$ cat src/rtl/project_switch_sequencer.sv
// Wishbone-controlled project selection sequencer: drain pads, swap mux select, hold new project in reset.
// Optional auto-rotation through a project mask when SEQ_AUTO_ROTATE_EN is defined.
module project_switch_sequencer #(
  parameter logic [31:0] BASE_ADDR    = 32'h3000_0000,
  parameter int          NUM_PROJECTS = 6,
  parameter int          IO_PADS      = 38,
  parameter int          GUARD_CYCLES = 16,
  parameter int          RESET_CYCLES = 8
) (
  input  logic               wb_clk_i,
  input  logic               wb_rst_i,
  input  logic               wbs_stb_i,
  input  logic               wbs_cyc_i,
  input  logic               wbs_we_i,
  input  logic [3:0]         wbs_sel_i,
  input  logic [31:0]        wbs_adr_i,
  input  logic [31:0]        wbs_dat_i,
  output logic               wbs_ack_o,
  output logic [31:0]        wbs_dat_o,
  output logic [7:0]         active_project_o,
  output logic [IO_PADS-1:0] oeb_o,
  output logic               proj_reset_o,
  output logic               busy_o
);
  typedef enum logic [1:0] {RUN = 2'd0, DRAIN = 2'd1, SWITCH = 2'd2, SETTLE = 2'd3} state_e;

  typedef struct packed {
    logic       vld;
    logic       we;
    logic       full;
    logic [2:0] word;
  } wb_req_t;

  state_e             state_q, state_d;
  logic [15:0]        cnt_q, cnt_d;
  logic [7:0]         active_q, active_d, target_q, target_d, pend_q, pend_d;
  logic               pend_vld_q, pend_vld_d, err_q, err_d, ack_q, ack_d;
  logic [31:0]        dat_q, dat_d, rdata;
  logic [IO_PADS-1:0] oeb_img_q, oeb_img_d;
  wb_req_t            req;
  logic               acc, wr, sel_wr, sel_bad, start, rot_req;
  logic [7:0]         start_tgt, rot_next;

  assign req.vld  = wbs_cyc_i & wbs_stb_i & (wbs_adr_i[31:5] == BASE_ADDR[31:5]);
  assign req.we   = wbs_we_i;
  assign req.full = (wbs_sel_i == 4'hF);
  assign req.word = wbs_adr_i[4:2];

  // One ack per transfer: a held strobe is not re-accepted on the cycle after ack.
  assign acc     = req.vld & ~ack_q;
  assign wr      = acc & req.we;
  assign sel_wr  = wr & (req.word == 3'd0) & wbs_sel_i[0];
  assign sel_bad = ({24'd0, wbs_dat_i[7:0]} >= 32'(NUM_PROJECTS));

  logic unused_adr;
  assign unused_adr = ^wbs_adr_i[1:0];

`ifdef SEQ_AUTO_ROTATE_EN
  logic [31:0]               dwell_q, dwell_d, dwell_cnt_q, dwell_cnt_d;
  logic [NUM_PROJECTS-1:0]   rotmask_q, rotmask_d;
  logic [2*NUM_PROJECTS-1:0] rot_dbl;
  logic [7:0]                rot_off, rot_sum;
  logic                      rot_hit, dwell_wr, dwell_end;

  // Doubled mask shifted past the active bit: lowest set bit is the next project, wrapping.
  always_comb begin
    rot_dbl = {rotmask_q, rotmask_q} >> (active_q + 8'd1);
    rot_hit = 1'b0;
    rot_off = 8'd0;
    for (int i = NUM_PROJECTS-2; i >= 0; i--) begin
      if (rot_dbl[i]) begin
        rot_hit = 1'b1;
        rot_off = 8'(i);
      end
    end
    rot_sum  = active_q + 8'd1 + rot_off;
    rot_next = (rot_sum >= 8'(NUM_PROJECTS)) ? rot_sum - 8'(NUM_PROJECTS) : rot_sum;
  end

  assign dwell_wr  = wr & (req.word == 3'd3);
  assign dwell_end = (state_q == RUN) && (dwell_q != 32'd0) && (dwell_cnt_q + 32'd1 == dwell_q);
  assign rot_req   = dwell_end & rot_hit;

  always_comb begin
    dwell_d     = dwell_wr ? wbs_dat_i : dwell_q;
    rotmask_d   = (wr && req.word == 3'd4) ? wbs_dat_i[NUM_PROJECTS-1:0] : rotmask_q;
    dwell_cnt_d = dwell_cnt_q + 32'd1;
    if (state_q != RUN || sel_wr || dwell_wr || dwell_end || dwell_q == 32'd0)
      dwell_cnt_d = 32'd0;
  end

  always_ff @(posedge wb_clk_i or posedge wb_rst_i) begin
    if (wb_rst_i) begin
      dwell_q     <= 32'd0;
      rotmask_q   <= '0;
      dwell_cnt_q <= 32'd0;
    end else begin
      dwell_q     <= dwell_d;
      rotmask_q   <= rotmask_d;
      dwell_cnt_q <= dwell_cnt_d;
    end
  end
`else
  assign rot_req  = 1'b0;
  assign rot_next = 8'd0;
`endif

  always_comb begin
    rdata = 32'd0;
    case (req.word)
      3'd0: rdata = {err_q, 20'd0, busy_o, state_q, active_q};
      3'd1: rdata = oeb_img_q[31:0];
      3'd2: rdata = {{(64-IO_PADS){1'b0}}, oeb_img_q[IO_PADS-1:32]};
`ifdef SEQ_AUTO_ROTATE_EN
      3'd3: rdata = dwell_q;
      3'd4: rdata = {{(32-NUM_PROJECTS){1'b0}}, rotmask_q};
`endif
      default: rdata = 32'd0;
    endcase
  end

  always_comb begin
    ack_d      = acc;
    dat_d      = (acc && !req.we) ? rdata : 32'd0;
    state_d    = state_q;
    cnt_d      = cnt_q;
    active_d   = active_q;
    target_d   = target_q;
    pend_d     = pend_q;
    pend_vld_d = pend_vld_q;
    err_d      = err_q;
    oeb_img_d  = oeb_img_q;
    start      = 1'b0;
    start_tgt  = target_q;

    if (wr && req.full && req.word == 3'd1) oeb_img_d[31:0] = wbs_dat_i;
    if (wr && req.full && req.word == 3'd2) oeb_img_d[IO_PADS-1:32] = wbs_dat_i[IO_PADS-33:0];

    // A fresh write beats a queued request, which beats rotation.
    if (sel_wr) begin
      if (sel_bad) begin
        err_d = 1'b1;
      end else begin
        err_d = 1'b0;
        if (state_q == RUN) begin
          pend_vld_d = 1'b0;
          if (wbs_dat_i[7:0] != active_q) begin
            start     = 1'b1;
            start_tgt = wbs_dat_i[7:0];
          end
        end else begin
          pend_d     = wbs_dat_i[7:0];
          pend_vld_d = 1'b1;
        end
      end
    end else if (state_q == RUN && pend_vld_q) begin
      pend_vld_d = 1'b0;
      if (pend_q != active_q) begin
        start     = 1'b1;
        start_tgt = pend_q;
      end
    end else if (rot_req) begin
      start     = 1'b1;
      start_tgt = rot_next;
    end

    case (state_q)
      RUN: if (start) begin
        state_d  = DRAIN;
        cnt_d    = 16'(GUARD_CYCLES - 1);
        target_d = start_tgt;
      end
      DRAIN: if (cnt_q == 16'd0) state_d = SWITCH;
             else cnt_d = cnt_q - 16'd1;
      SWITCH: begin
        state_d  = SETTLE;
        active_d = target_q;
        cnt_d    = 16'(RESET_CYCLES - 1);
      end
      SETTLE: if (cnt_q == 16'd0) state_d = RUN;
              else cnt_d = cnt_q - 16'd1;
      default: state_d = SETTLE;
    endcase
  end

  always_ff @(posedge wb_clk_i or posedge wb_rst_i) begin
    if (wb_rst_i) begin
      state_q    <= SETTLE;
      cnt_q      <= 16'(RESET_CYCLES - 1);
      active_q   <= 8'd0;
      target_q   <= 8'd0;
      pend_q     <= 8'd0;
      pend_vld_q <= 1'b0;
      err_q      <= 1'b0;
      ack_q      <= 1'b0;
      dat_q      <= 32'd0;
      oeb_img_q  <= '1;
    end else begin
      state_q    <= state_d;
      cnt_q      <= cnt_d;
      active_q   <= active_d;
      target_q   <= target_d;
      pend_q     <= pend_d;
      pend_vld_q <= pend_vld_d;
      err_q      <= err_d;
      ack_q      <= ack_d;
      dat_q      <= dat_d;
      oeb_img_q  <= oeb_img_d;
    end
  end

  assign wbs_ack_o        = ack_q;
  assign wbs_dat_o        = dat_q;
  assign active_project_o = active_q;
  assign oeb_o            = (state_q == DRAIN || state_q == SWITCH) ? '1 : oeb_img_q;
  assign proj_reset_o     = (state_q == SETTLE);
  assign busy_o           = (state_q != RUN);
endmodule
$ cat config.mk
export PLATFORM = sky130hd
export DESIGN_NAME = project_switch_sequencer
export DESIGN_NICKNAME = d
export VERILOG_FILES = /design/src/rtl/project_switch_sequencer.sv
export SDC_FILE = /design/constraint.sdc
export NUM_CORES = 1
export LEC_CHECK = 0
export BUFFER_PORTS_ARGS = -buffer_cell sky130_fd_sc_hd__buf_2
export CAP_MARGIN = 20
export CORE_MARGIN = 1.5
export CORE_UTILIZATION = 57
export CTS_CLUSTER_DIAMETER = 40
export CTS_CLUSTER_SIZE = 28
export DETAILED_ROUTE_END_ITERATION = 10
export PLACE_DENSITY = 0.86
export SYNTH_ARGS = -nofsm -noshare
export SYNTH_HDL_FRONTEND = slang
export SYNTH_SLANG_ARGS = --single-unit
$ cat constraint.sdc
create_clock -name wb_clk_i -period 5.34 [get_ports wb_clk_i]
set_input_delay 0.267 -clock wb_clk_i [delete_from_list [all_inputs] [get_ports wb_clk_i]]
set_output_delay 0.267 -clock wb_clk_i [all_outputs]
set_load 0.01 [all_outputs]
# Word-level counts from Yosys, hierarchy flattened
# Cells that the tools add are included.
# op_classes
add_sub_neg	1
order_cmp	1
n_eq_ne	15
mux	26
n_bitwise	9
n_reduce_logical	19
# ops
op	count
one-hot mux 32 bit (3 select lines)	1
one-hot mux 16 bit (3 select lines)	1
two-way mux 8 bit	5
two-way mux 38 bit	1
two-way mux 16 bit	2
two-way mux 32 bit	1
equality test 27 x 25 -> 1 bit, second input constant	1
zero test 16 bit	1
!= test 8 bit	2
subtractor 16 x 1 -> 16 bit, second input constant	1
two-way mux 1 bit	11
>= comparator 8 x 3 -> 1 bit, second input constant	1
!= test 2 bit, second input constant	4
one-hot mux 2 bit (4 select lines)	1
AND 1 bit	6
two-way mux 2 bit	3
AND reduction 3 bit	2
AND reduction 6 bit	1
nonzero test 2 bit	3
logical AND 1 bit	5
equality test 2 bit, second input constant	2
equality test 4 bit, second input constant	1
!= test 2 x 1 -> 1 bit, second input constant	2
AND reduction 2 bit	2
9 further kinds	11
# totals
ff_bits	115
in_bits	73
out_inout_bits	81
elab_cells	82

# Depth between registers and ports, before layout
# logic_depth
word_depth	9
ltp_mapped	10
mapped_depth_nobuf	9

# Worst setup path after synthesis
# Ideal clock, no wire load.
# synth_path
kind	reg-to-reg
start	reg cnt_q[0]
end	reg cnt_q[14]
setup_time_ns	0.122
arrival_time_ns	1.919
required_ns	5.218
setup_slack_ns	3.300
path_stages_with_launch	11
path_buffers	1
period_less_slack_ns	2.040
cell_sequence	dfstp_2 -> inv_1 -> ha_1 -> nor3b_2 -> nand4_2 -> nor4_1 -> and2b_1 -> a21oi_2 -> buf_6 -> nand2_1 -> a32o_1
# synth_via
elab_chain_len	3
word_cells_on_any_way	6
classes_between	add/sub: 1; eq/ne: 1; mux: 2; reduce/logical: 2
# synth_rtl
item	line	rtl
start, declared	35	logic [15:0] cnt_q, cnt_d;
start signal, assigned	189	cnt_q <= 16'(RESET_CYCLES - 1);
start signal, assigned	200	cnt_q <= cnt_d;
subtractor 16 x 1 -> 16 bit / zero test 16 bit (equally long branches)	--	
two-way mux 16 bit / != test 2 bit (equally long branches)	--	
one-hot mux 16 bit (3 select lines) / AND reduction 2 bit (equally long branches)	--	
# Parallel ways exist; a longest one is shown, timed or not. The select of a mux whose other input is x is not followed.
# A chain may end at the register's enable or synchronous reset.

# Worst setup path in the final report
# layout_path
start	reg ack_q, in the netlist wbs_ack_o
end	reg cnt_q[4]
# layout_via
elab_chain_len	8
# layout_rtl
item	line	rtl
start, declared	37	logic pend_vld_q, pend_vld_d, err_q, err_d, ack_q, ack_d;
start signal, assigned	206	ack_q <= ack_d;
NOT 1 bit	50	assign acc = req.vld & ~ack_q;
AND 1 bit	50	
AND 1 bit	51	assign wr = acc & req.we;
AND 1 bit (2 in a row)	52	assign sel_wr = wr & (req.word == 3'd0) & wbs_sel_i[0];
two-way mux 1 bit	140	if (sel_wr) begin
!= test 2 bit (no line)	--	
AND reduction 2 bit (no line)	--	
# No other way between the ends.

==> results.yml <==
cells_and_area:
  drive_above_1_share_pct: 50.5
  final_cell_area_sq_um: 7310
  antenna_cells: 0
  layout_common_cells: "buf_2, dfrtp_1, dfstp_2, or2_2, nor2_1"
  area_growth_pct: 29.6
  final_common_cell: "buf_2"
  nNetsFinal: 730
  fillers: 607
power:
  peakVddDrop_uv: 205
  leakage_nw: 3.85
  power.density_nw_per_um2: 292
die:
  io_pins: 154
  dieHeight_um: 102
  start_util_pct: 58.3
  die_w_um: 102
  row_count: 36
  core_sq_um: 9680
  dieArea_sq_um: 10500
synth:
  yosysWarnings: 0
  synthArstFlopShare_pct: 100
  synth_seq_cells: 115
  synth_edf_count: 0
  ys_types: 54
  syn_nets: 551
  synth_area_sq_um: 5640
  synthFlopType: "dfrtp_1"
  netlist_instances: 472
  ys_seq_area_share_pct: 52.0
  avgSynthCellArea_sq_um: 12.0
setup_path:
  worstPathArrival_ps: 3570
  worstPathCellList: "nor4b_1, and4_1, nand3_4, mux2i_2, a21oi_2, nand2_1, o2bb2ai_1"
  cp_max_fo: 25
  cp-end-kind: "flop"
  cp.required_ps: 5770
  path_class: "reg2reg"
  max_stage_delay_ps: 800
  cp_slowest_cell: "a21oi_2"
  start_kind: "flop"
min_path:
  min_path_type: "in2reg"
detailed_routing:
  drc_errors: 0
  initialDrtViolationCount: 140
  wl_per_cell_um: 19.0
  vias: 4467
  drtPass1Iterations: 5
  final_antenna_net_count: 0
  drt-total-wl_um: 15200
  vias_per_cell: 5.60
global_route:
  grt.overflow.total: 0
  track_usage_pct: 29.3
  grt_pass1_vias: 4539
  antenna_found_initial: 0
  grt_pass1_wl_um: 22900
  grt_max_degree: 63
cts:
  cts_inserted_buffers: 17
  cts_root_buf: "clkbuf_8"
  post_cts_buffers: 0
  cts_tree: "yes"
  cts_max_level: 4
  ctsHoldBuffers: 24
  clock_latency_ps: 530
  clockBufferDepth: 2
  cts_resized: 0
  clk_pin_slew_ps: 60
  cts.sinks: 115
sta:
  final.min_clock_period_ps: 3140
  tightest_slew_ps: 1150
  hold_slack_ps: 63.1
  report.final.slew_viol_count: 0
  fmax_mhz: 319
  slew_headroom_pct: 23.1
  hold_violations: 0
  skew_ps: 11.4
  layout_setup_ws_ps: 2200
  tns_ps: 0
  setup_violations: 0
  fin_crit_sh_pct: 58.7
  rsz0062_at_grt: "false"
outcome:
  status: "finished clean"
place:
  globalplace.congestion: 0.820
  dp_hpwl_um: 9360
  numPortBuffers: 151
  place_ws_ps: 2290
  place_area_sq_um: 6450
run:
  max-cap-violations: 0
## layout make-up
cell class / count / area, sq um / share of cell area [%]
clock buffers: 17 / 414 / 5.66
multi-input cells: 332 / 2560 / 35.0
well taps: 133 / 166 / 2.28
flip-flops and latches: 115 / 2930 / 40.1
repair buffers: 178 / 1020 / 14.0
clock inverters: 15 / 195 / 2.67
inverters: 7 / 28.8 / 0.393
## path summary, 6_finish.rpt
kind | slack (ps) | end | cells after the start | start
setup / recovery | 2200 | cnt_q[4]$_DFFE_PP0P_ | 7 | wbs_ack_o$_DFF_PP0_
hold / removal | 60 | oeb_img_q[32]$_DFFE_PP1P_ | 2 | wbs_dat_i[0]
setup reg to reg | 2200 | cnt_q[4]$_DFFE_PP0P_ | 7 | wbs_ack_o$_DFF_PP0_
hold reg to reg | 490 | target_q[5]$_DFFE_PP0P_ | 2 | target_q[5]$_DFFE_PP0P_
max in group asynchronous | 3720 | target_q[7]$_DFFE_PP0P_ | 4 | wb_rst_i
min in group asynchronous | 400 | wbs_dat_o[13]$_DFF_PP0_ | 3 | wb_rst_i
## Yosys cell counts, types with 3 or more instances
master | number | share of area (%)
nand2_1 | 27 | 1.8
nor2_1 | 31 | 2.1
mux2_4 | 30 | 8.0
o2bb2ai_1 | 7 | 1.1
clkbuf_1 | 6 | 0.40
a21oi_1 | 12 | 1.1
nor4_1 | 15 | 1.7
mux2i_1 | 21 | 3.7
xor2_1 | 16 | 2.5
dfrtp_1 | 72 | 32
mux2_2 | 19 | 3.8
a32o_1 | 4 | 0.71
ha_1 | 6 | 1.3
buf_2 | 3 | 0.27
o21ai_0 | 12 | 1.1
dfstp_2 | 43 | 20
o21ai_1 | 14 | 1.2
buf_6 | 7 | 1.4
and2_1 | 20 | 2.2
nor3_1 | 5 | 0.44
nor3_2 | 5 | 0.89
nor2b_1 | 7 | 0.78
inv_1 | 7 | 0.47
nand3_1 | 4 | 0.35
or2_2 | 39 | 4.3
## state kept, by name, summed over array words and instances (netlist names), 2 cells and up
register	cells
state_q	2
cnt_q	16
target_q	8
wbs_dat_o	32
pend_q	8
active_project_o	8
oeb_img_q	38
## metrics by stage
stage | cells | total power [mW] | utilization (%)
3_5_place_dp | 740 | 0.955 | 66.6
5_1_grt | 797 | 2.19 | 75.5
2_1_floorplan | 472 | 0.915 | -
4_1_cts | 796 | 2.13 | 75.4
6_report | 797 | 2.13 | 75.5
3_3_place_gp | 740 | 0.953 | 66.6
## routing by layer
metal	wire length [um]	vias to the layer above	track usage [%]
met1	5960	2259	35.0
met5	0	-	0
met2	8010	161	50.1
met4	425	0	12.9
met3	768	34	7.66
li1	-	2013	-
## critical path: cells and delay by family, from the launching register on
kind | cells | cell delay (ps)
AO/OA/AOI/OAI | 2 | 1080
AND/OR/NAND/NOR | 4 | 1300
multiplexers | 1 | 270
flip-flops | 1 | 390
## power by group
group | internal (mW) | total [mW] | switching (mW)
combinational | 0.0382 | 0.0847 | 0.0465
clock | 0.724 | 1.18 | 0.452
sequential | 0.873 | 0.873 | 0.00000000135
total | 1.64 | 2.13 | 0.499
## cells by family after synthesis
kind of cell,after synthesis,share of synthesized area (%)
buf+inv,25,2.73
fa+ha+maj,6,1.33
simple gates,184,19.7
mux,71,15.7
flops,115,52.0
compound gates,55,6.03
xor+xnor,16,2.48
No activity file was read; power rests on OpenSTA's default activity.
